==> config.mk <==
export PLATFORM = sky130hd
export DESIGN_NAME = ung_mc_skip
export DESIGN_NICKNAME = d
export VERILOG_FILES = /design/src/rtl/ung_mc_skip.sv
export SDC_FILE = /design/constraint.sdc
export NUM_CORES = 1
export LEC_CHECK = 0
export ABC_AREA = 1
export BUFFER_PORTS_ARGS = -buffer_cell sky130_fd_sc_hd__buf_2
export CAP_MARGIN = 20
export CELL_PAD_IN_SITES_DETAIL_PLACEMENT = 0
export CELL_PAD_IN_SITES_GLOBAL_PLACEMENT = 1
export CORE_ASPECT_RATIO = 0.8
export CORE_MARGIN = 5
export CORE_UTILIZATION = 35
export CTS_CLUSTER_DIAMETER = 40
export DETAILED_ROUTE_END_ITERATION = 10
export PLACE_DENSITY_LB_ADDON = 0.1
export RECOVER_POWER = 25
export SLEW_MARGIN = 25
export SYNTH_ARGS = -nofsm -noshare
export SYNTH_HDL_FRONTEND = slang
export SYNTH_SLANG_ARGS = --single-unit
==> constraint.sdc <==
create_clock -name clk -period 5 [get_ports clk]
set_input_delay 0.5 -clock clk [delete_from_list [all_inputs] [get_ports clk]]
set_output_delay 0.5 -clock clk [all_outputs]
set_load 0.01 [all_outputs]
==> src/rtl/ung_mc_skip.sv <==
// ung_mc_skip: multi-channel skip-ahead uniform number generator.
//
// N_CH independent Galois LFSRs of W bits each. Every accepted advance
// moves each channel SKIP single steps in one clock. The unrolled skip
// function is purely combinational. After reset or a reseed, WARMUP
// advances are discarded before words are presented on the output port.
//
// Ports:
//   clk        - clock
//   rstn       - asynchronous active-low reset
//   en         - generation enable
//   seed_valid - reseed request (seed_ready is tied high, so it is always taken)
//   seed_ch    - target channel of the reseed
//   seed_data  - new seed; zero is mapped to 1 to avoid LFSR lockup
//   seed_ready - reseed accept (constant 1)
//   seed_err   - one-cycle pulse the cycle after a reseed names a missing channel
//   out_valid  - data_out holds a word not yet taken
//   out_ready  - consumer accepts the word
//   data_out   - channel c in bits [c*W +: W]
//   busy_warm  - FSM is in the warm-up phase (also serves as FSM state debug)
//   word_cnt   - number of completed output handshakes, wraps at 2^32
//
// Output handshake: a word transfers on any cycle with out_valid && out_ready.
// While out_valid is high and out_ready is low, data_out is held stable.
// out_valid is never dropped by en = 0; only a transfer or a valid reseed
// clears it.
module ung_mc_skip #(
    parameter int          W         = 64,
    parameter int          N_CH      = 4,
    parameter logic [63:0] POLY      = 64'hD800000000000000,
    parameter int          SKIP      = 11,
    parameter logic [63:0] SEED_BASE = 64'd5030521883283424767,
    parameter int          WARMUP    = 16,
    localparam int         CH_W      = (N_CH > 1) ? $clog2(N_CH) : 1
) (
    input  logic                clk,
    input  logic                rstn,
    input  logic                en,
    input  logic                seed_valid,
    input  logic [CH_W-1:0]     seed_ch,
    input  logic [W-1:0]        seed_data,
    output logic                seed_ready,
    output logic                seed_err,
    output logic                out_valid,
    input  logic                out_ready,
    output logic [N_CH*W-1:0]   data_out,
    output logic                busy_warm,
    output logic [31:0]         word_cnt
);

    localparam logic [W-1:0] POLY_W = W'(POLY);
    localparam logic [W-1:0] BASE_W = W'(SEED_BASE);
    localparam logic [W-1:0] ONE_W  = W'(1);

    typedef enum logic {
        ST_WARMUP = 1'b0,
        ST_RUN    = 1'b1
    } state_t;

    localparam state_t ST_INIT = (WARMUP > 0) ? ST_WARMUP : ST_RUN;

    // Single Galois step: shift right, fold the feedback mask in when the
    // bit shifted out was 1.
    function automatic logic [W-1:0] step1(input logic [W-1:0] s);
        return (s >> 1) ^ (s[0] ? POLY_W : '0);
    endfunction

    function automatic logic [W-1:0] skip_f(input logic [W-1:0] s);
        logic [W-1:0] t;
        t = s;
        for (int i = 0; i < SKIP; i++) t = step1(t);
        return t;
    endfunction

    function automatic logic [W-1:0] reset_seed(input int c);
        logic [W-1:0] v;
        v = BASE_W + W'(c);
        if (v == '0) v = ONE_W;
        return v;
    endfunction

    state_t         fsm;
    logic [31:0]    warm_cnt;
    logic [W-1:0]   lfsr [N_CH];
    logic [W-1:0]   lfsr_nxt [N_CH];
    logic [N_CH*W-1:0] next_word;

    logic seed_ch_ok;
    logic seed_hit;
    logic xfer;
    logic advance;

    always_comb begin
        next_word = '0;
        for (int c = 0; c < N_CH; c++) begin
            lfsr_nxt[c]          = skip_f(lfsr[c]);
            next_word[c*W +: W]  = lfsr_nxt[c];
        end
    end

    assign seed_ch_ok = (32'(seed_ch) < 32'(N_CH));
    assign seed_hit   = seed_valid && seed_ch_ok;
    assign xfer       = out_valid && out_ready;
    // Warm-up ignores the output port, since no word is ever pending there.
    assign advance    = en && !seed_valid &&
                        (fsm == ST_WARMUP || !out_valid || out_ready);

    assign seed_ready = 1'b1;
    assign busy_warm  = (fsm == ST_WARMUP);

    always_ff @(posedge clk or negedge rstn) begin
        if (!rstn) begin
            for (int c = 0; c < N_CH; c++) lfsr[c] <= reset_seed(c);
            data_out  <= '0;
            out_valid <= 1'b0;
            word_cnt  <= '0;
            seed_err  <= 1'b0;
            fsm       <= ST_INIT;
            warm_cnt  <= 32'(WARMUP);
        end else begin
            seed_err <= seed_valid && !seed_ch_ok;
            if (seed_hit) begin
                // Reseed flushes the pending word without counting it.
                for (int c = 0; c < N_CH; c++) begin
                    if (32'(c) == 32'(seed_ch))
                        lfsr[c] <= (seed_data == '0) ? ONE_W : seed_data;
                end
                out_valid <= 1'b0;
                warm_cnt  <= 32'(WARMUP);
                fsm       <= ST_INIT;
            end else begin
                if (xfer) word_cnt <= word_cnt + 32'd1;
                if (advance) begin
                    for (int c = 0; c < N_CH; c++) lfsr[c] <= lfsr_nxt[c];
                    if (fsm == ST_RUN) begin
                        data_out  <= next_word;
                        out_valid <= 1'b1;
                    end else begin
                        warm_cnt <= warm_cnt - 32'd1;
                        if (warm_cnt == 32'd1) fsm <= ST_RUN;
                    end
                end else if (xfer) begin
                    out_valid <= 1'b0;
                end
            end
        end
    end

endmodule

# --- Word level (Yosys, flattened, before mapping) ---
# Index checks and enable logic that the tools add are counted.
op_classes:
  addsub: 2
  mul: 0
  div: 0
  order_cmp: 0
  n_eq_ne: 10
  n_shift: 0
  muxes: 62
  n_bitwise: 46
  reduce_logical: 19
op_table:
  columns: ["operator", "count"]
  rows:
  - ["64-bit 2-to-1 mux", 49]
  - ["63-bit by 64-bit XOR with 64-bit output", 44]
  - ["256-bit 2-to-1 mux", 2]
  - ["32-bit 2-to-1 mux", 3]
  - ["64-bit logical NOT", 1]
  - ["32-bit by 1-bit adder with 32-bit output, second input constant", 1]
  - ["32-bit by 1-bit == test with 1-bit output, second input constant", 1]
  - ["32-bit by 1-bit subtractor with 32-bit output, second input constant", 1]
  - ["2-bit AND reduction", 7]
  - ["1-bit 2-to-1 mux", 8]
  - ["2-bit by 1-bit != test with 1-bit output, second input constant", 4]
  - ["2-bit == test, first input constant", 2]
  - ["1-bit logical AND", 3]
  - ["3-bit != test, second input constant", 1]
  - ["3-bit AND reduction", 1]
  - ["3-bit nonzero test", 1]
  - ["1-bit by 2-bit == test with 1-bit output, first input constant", 1]
  - ["1-bit logical NOT", 2]
  - ["2-bit logical NOT", 1]
  - ["1-bit logical OR", 2]
  - ["2-bit != test, second input constant", 1]
  - ["1-bit NOT", 2]
  - ["2-bit nonzero test", 1]
word_totals:
  reg_bits: 578
  latchBits: 0
  mem_bits_rw: 0
  romBits: 0
  in_bits: 71
  output_inout_bits: 292
  word_cells: 148
  mem_count: 0

# --- Longest topological paths before layout ---
logic_depth:
  word_depth: 24
  ltp_mapped: 10
  mapped_depth_nobuf: 10

# --- Worst setup path after synthesis ---
# OpenSTA, ideal clock, no wires.
synth_path:
  kind: "reg2reg"
  startpoint: "register word_cnt[0]"
  endpoint: "register word_cnt[28]"
  setup_time_ns: 0.119
  arrival_time_ns: 1.573
  t_required_ns: 4.881
  setup_slack_ns: 3.308
  stages_incl_launch_ff: 10
  path_buffers: 0
  period_less_slack_ns: 1.692
  cell_sequence: "dfrtp_1 ha_1 nand3_1 nor2_2 nand2_1 nor2_2 nand2_2 nor2_2 nand3_1 and2_1"
synth_between:
  elab_chain_cells: 1
synth_lines:
  columns: ["item", "line", "rtl"]
  rows:
  - ["start: declaration", "48", "output logic [31:0] word_cnt"]
  - ["start signal: assignment", "132", "if (xfer) word_cnt <= word_cnt + 32'd1;"]
  - ["32-bit by 1-bit adder with 32-bit output", "132", null]
# Every way passes these cells.
# A chain may end at the register's enable or synchronous reset.

==> impl_metrics.toml <==
[status]
status = "complete, but fails checks"
violations = "max-capacitance violations, max-slew violations"

[synth]
synthCells = 2807
synth_top_area_share_pct = 45.5
synthesis.area_um2 = 25000
synth_commonest_cells = "665 x nand2_1, 569 x o21ai_0, 455 x dfrtp_1, 264 x inv_1, 168 x nor2_1"
synth_edf_count = 0
async_reset_ff_share_pct = 100
avgSynthCellArea_um2 = 8.92
ys.warnings.count = 0
synth.distinct_cells = 34
ys_seq_area_share_pct = 58.4
synth_nets = 2881
synth_top_area_cell = "dfrtp_1"
ys_ff_latch = 578
synth.most_common_cell = "nand2_1"
synth.area.top_cells = "dfrtp_1 45%, dfstp_2 13%, o21ai_0 11%"
synth_ff_type = "dfrtp_1"

[clock_tree]
clock-sinks = 578
htreeDepth = 3
clockRootBuffer = "clkbuf_16"
cts_tree = "done"
clock_path_buffers = 3
post_cts_resized = 0
cts_inserted_buffers = 93
clkTransAtPathRegs_ps = 60
clkLatencyLatePin_ps = 630
cts_setup_buffers = 0
hold_buffers = 1

[worst_setup_path]
worstPathRequired_ps = 5710
cp-startpoint = "rstn"
cp_max_fo = 84
path_buf_inv = 3
start_kind = "input pin"
worstRegToRegCells = 8
cp_slowest_cell = "clkbuf_2"
worst_path_largest_cell_delay_ps = 1770
crit_cells = 3
worstPathCellList = "dlygate4sd3_1, clkbuf_2, buf_4"
r2r_slack_ps = 2210
cp_top_family = "buffers and inverters"
reg2reg_from = "out_valid$_DFFE_PN0P_"
crit_path_end_kind = "asynchronous set/reset pin"
worstPathArrival_ps = 3660
criticalPathCategory = "input pin to asynchronous set/reset pin"
critPathCapture = "data_out[135]$_DFFE_PN0P_"
r2r_end = "lfsr[214]$_DFFE_PN1P_"

[flow_run]
maxCapViolations = 1

[route]
drtAntennaViolNets = 0
drt-initial-drc-count = 1902
routed_wl_mm = 95.8
vias_per_cell = 5.07
via_count = 21100
wl_per_cell_um = 23.0
drtPass1Iterations = 6
drc = 0

[global_routing]
grt_pass1_wl_mm = 140
grt-ovfl-total = 0
met1_usage_pct = 36.1
antenna_found_initial = 11
grt_max_degree = 134
grt_pass1_vias = 20500
grtUsageMet3_pct = 6.28
top_usage_layer = "met1"
grt_usage_pct = 24.4
grtUsageMet2_pct = 35.3

[floorplanning]
dieHeight_um = 249
ios = 363
initial_utilization_pct = 35.4
dieArea_um2 = 77000
die_x_um = 309
core_area_um2 = 70800
rows = 87

[power]
peakVddDrop_mv = 0.275
power-per-cell-area_nw_per_um2 = 486
p_total_w = 0.0150
leakagePower_nw = 14.9

[final_layout]
finalNonFillerCells = 4158
drive_above_1_share_pct = 20.6
nets = 3215
final_area_um2 = 30900
num-fill-cells = 7151
syn2layout_area_growth_pct = 23.5
regArea_um2 = 14600
multi_input_area_um2 = 8750

[timing]
worst_pin_slew_ps = 2570
holdWs_ps = 204
period_minus_slack_ps = 2950
finalSetupTns_ps = 0
rsz0062_at_grt = "false"
setup_violations = 0
clock-skew-final_ps = 20.1
period_share_pct = 59.0
timing_hold_violations_final = 0
maxSlewHeadroom_pct = -71.4
slew_viol_final = 80
fmax_mhz = 339

[placement]
gp_congestion = 0.898
place_area_um2 = 27700
port_buffers = 360
hpwl_mm = 71.7
placed_cells = 3979

[worst_hold_path]
min_path_type = "input pin to flop"
hp-start = "seed_data[33]"
metal layers:
| metal | up-vias | part of all wire, % | wire, um |
|---|---|---|---|
| met5 | - | 0.014 | 13 |
| met4 | 2 | 2.7 | 2580 |
| met3 | 145 | 8.2 | 7830 |
| met2 | 754 | 43 | 41400 |
| met1 | 10300 | 46 | 43900 |
| li1 | 9819 | - | - |
through the flow:
step / util, % / worst slack (ps)
floorplan: - / 3310
global placement: 39.1 / 1830
detailed placement: 39.1 / 1780
CTS: 43.8 / 2270
global route: 43.7 / 1610
finish: 43.7 / 2050
tightest hold or removal path, stage by stage:
cell and delay [ps]:
buf_2 100, nand2_1 130, a22oi_1 90
layout by cell type (no fill, tap or decap), types with 4 or more instances in the layout:
cell	synthesis	layout
a21oi_1	92	92
a22oi_1	40	40
a31oi_1	38	38
buf_12	0	9
buf_2	86	324
buf_4	7	19
bufinv_16	0	9
clkbuf_1	53	44
clkbuf_16	0	96
clkbuf_8	0	12
clkinv_2	0	9
clkinv_4	0	9
clkinv_8	0	4
clkinvlp_4	0	10
dfrtp_1	455	455
dfstp_2	123	123
inv_1	264	265
inv_2	6	4
inv_6	0	15
nand2_1	665	665
nand3_1	33	33
nand4_1	9	9
nor2_1	168	168
nor2_2	8	8
nor3_1	12	12
o21ai_0	569	569
o21ai_1	33	33
xnor2_1	69	69
xor2_1	50	50
worst min-delay path by stage:
| stage | endpoint | slack, ps | depth (start not counted) |
|---|---|---|---|
| after floorplan | data_out[0]$_DFFE_PN0P_ | 200 | 0 |
| after global placement | word_cnt[31]$_DFFE_PN0P_ | 460 | 1 |
| after detailed placement | word_cnt[31]$_DFFE_PN0P_ | 460 | 1 |
| after CTS | lfsr[225]$_DFFE_PN1P_ | 170 | 3 |
| after global routing | lfsr[225]$_DFFE_PN1P_ | 210 | 3 |
| final | lfsr[225]$_DFFE_PN1P_ | 200 | 3 |
where the power goes:
| part | switching, W | internal [W] |
|---|---|---|
| Sequential | 0.000350 | 0.00536 |
| Clock | 0.00249 | 0.00421 |
| Combinational | 0.00195 | 0.000677 |
| Total | 0.00479 | 0.0103 |
sequential cells by signal, summed over array words and instances, names as in the netlist:
| name | flops |
|---|---|
| lfsr | 256 |
| data_out | 256 |
| word_cnt | 32 |
| fsm | 1 |
| out_valid | 1 |
| warm_cnt | 32 |
final cells by class:
class | count | share of cell area (%)
inverters | 270 | 3.28
clock inverters | 57 | 2.19
clock buffers | 118 | 8.42
well taps | 934 | 3.78
diodes | 3 | 0.0243
repair buffers | 389 | 6.78
flip-flops and latches | 578 | 47.2
multi-input cells | 1809 | 28.3
cell families (layout without fill, tap and decap cells):
family | after synthesis | count (layout) | share of synthesized area (%)
DFF | 578 | 578 | 58.4
adders and majority gates | 3 | 3 | 0.150
other | 2 | 5 | 0.0300
and+or+nand+nor | 905 | 905 | 14.1
buffers and inverters | 420 | 834 | 6.89
AOI/OAI and AO/OA | 780 | 780 | 16.3
xor gates and xnor gates | 119 | 119 | 4.16
Power figures use the tool's default switching activity.
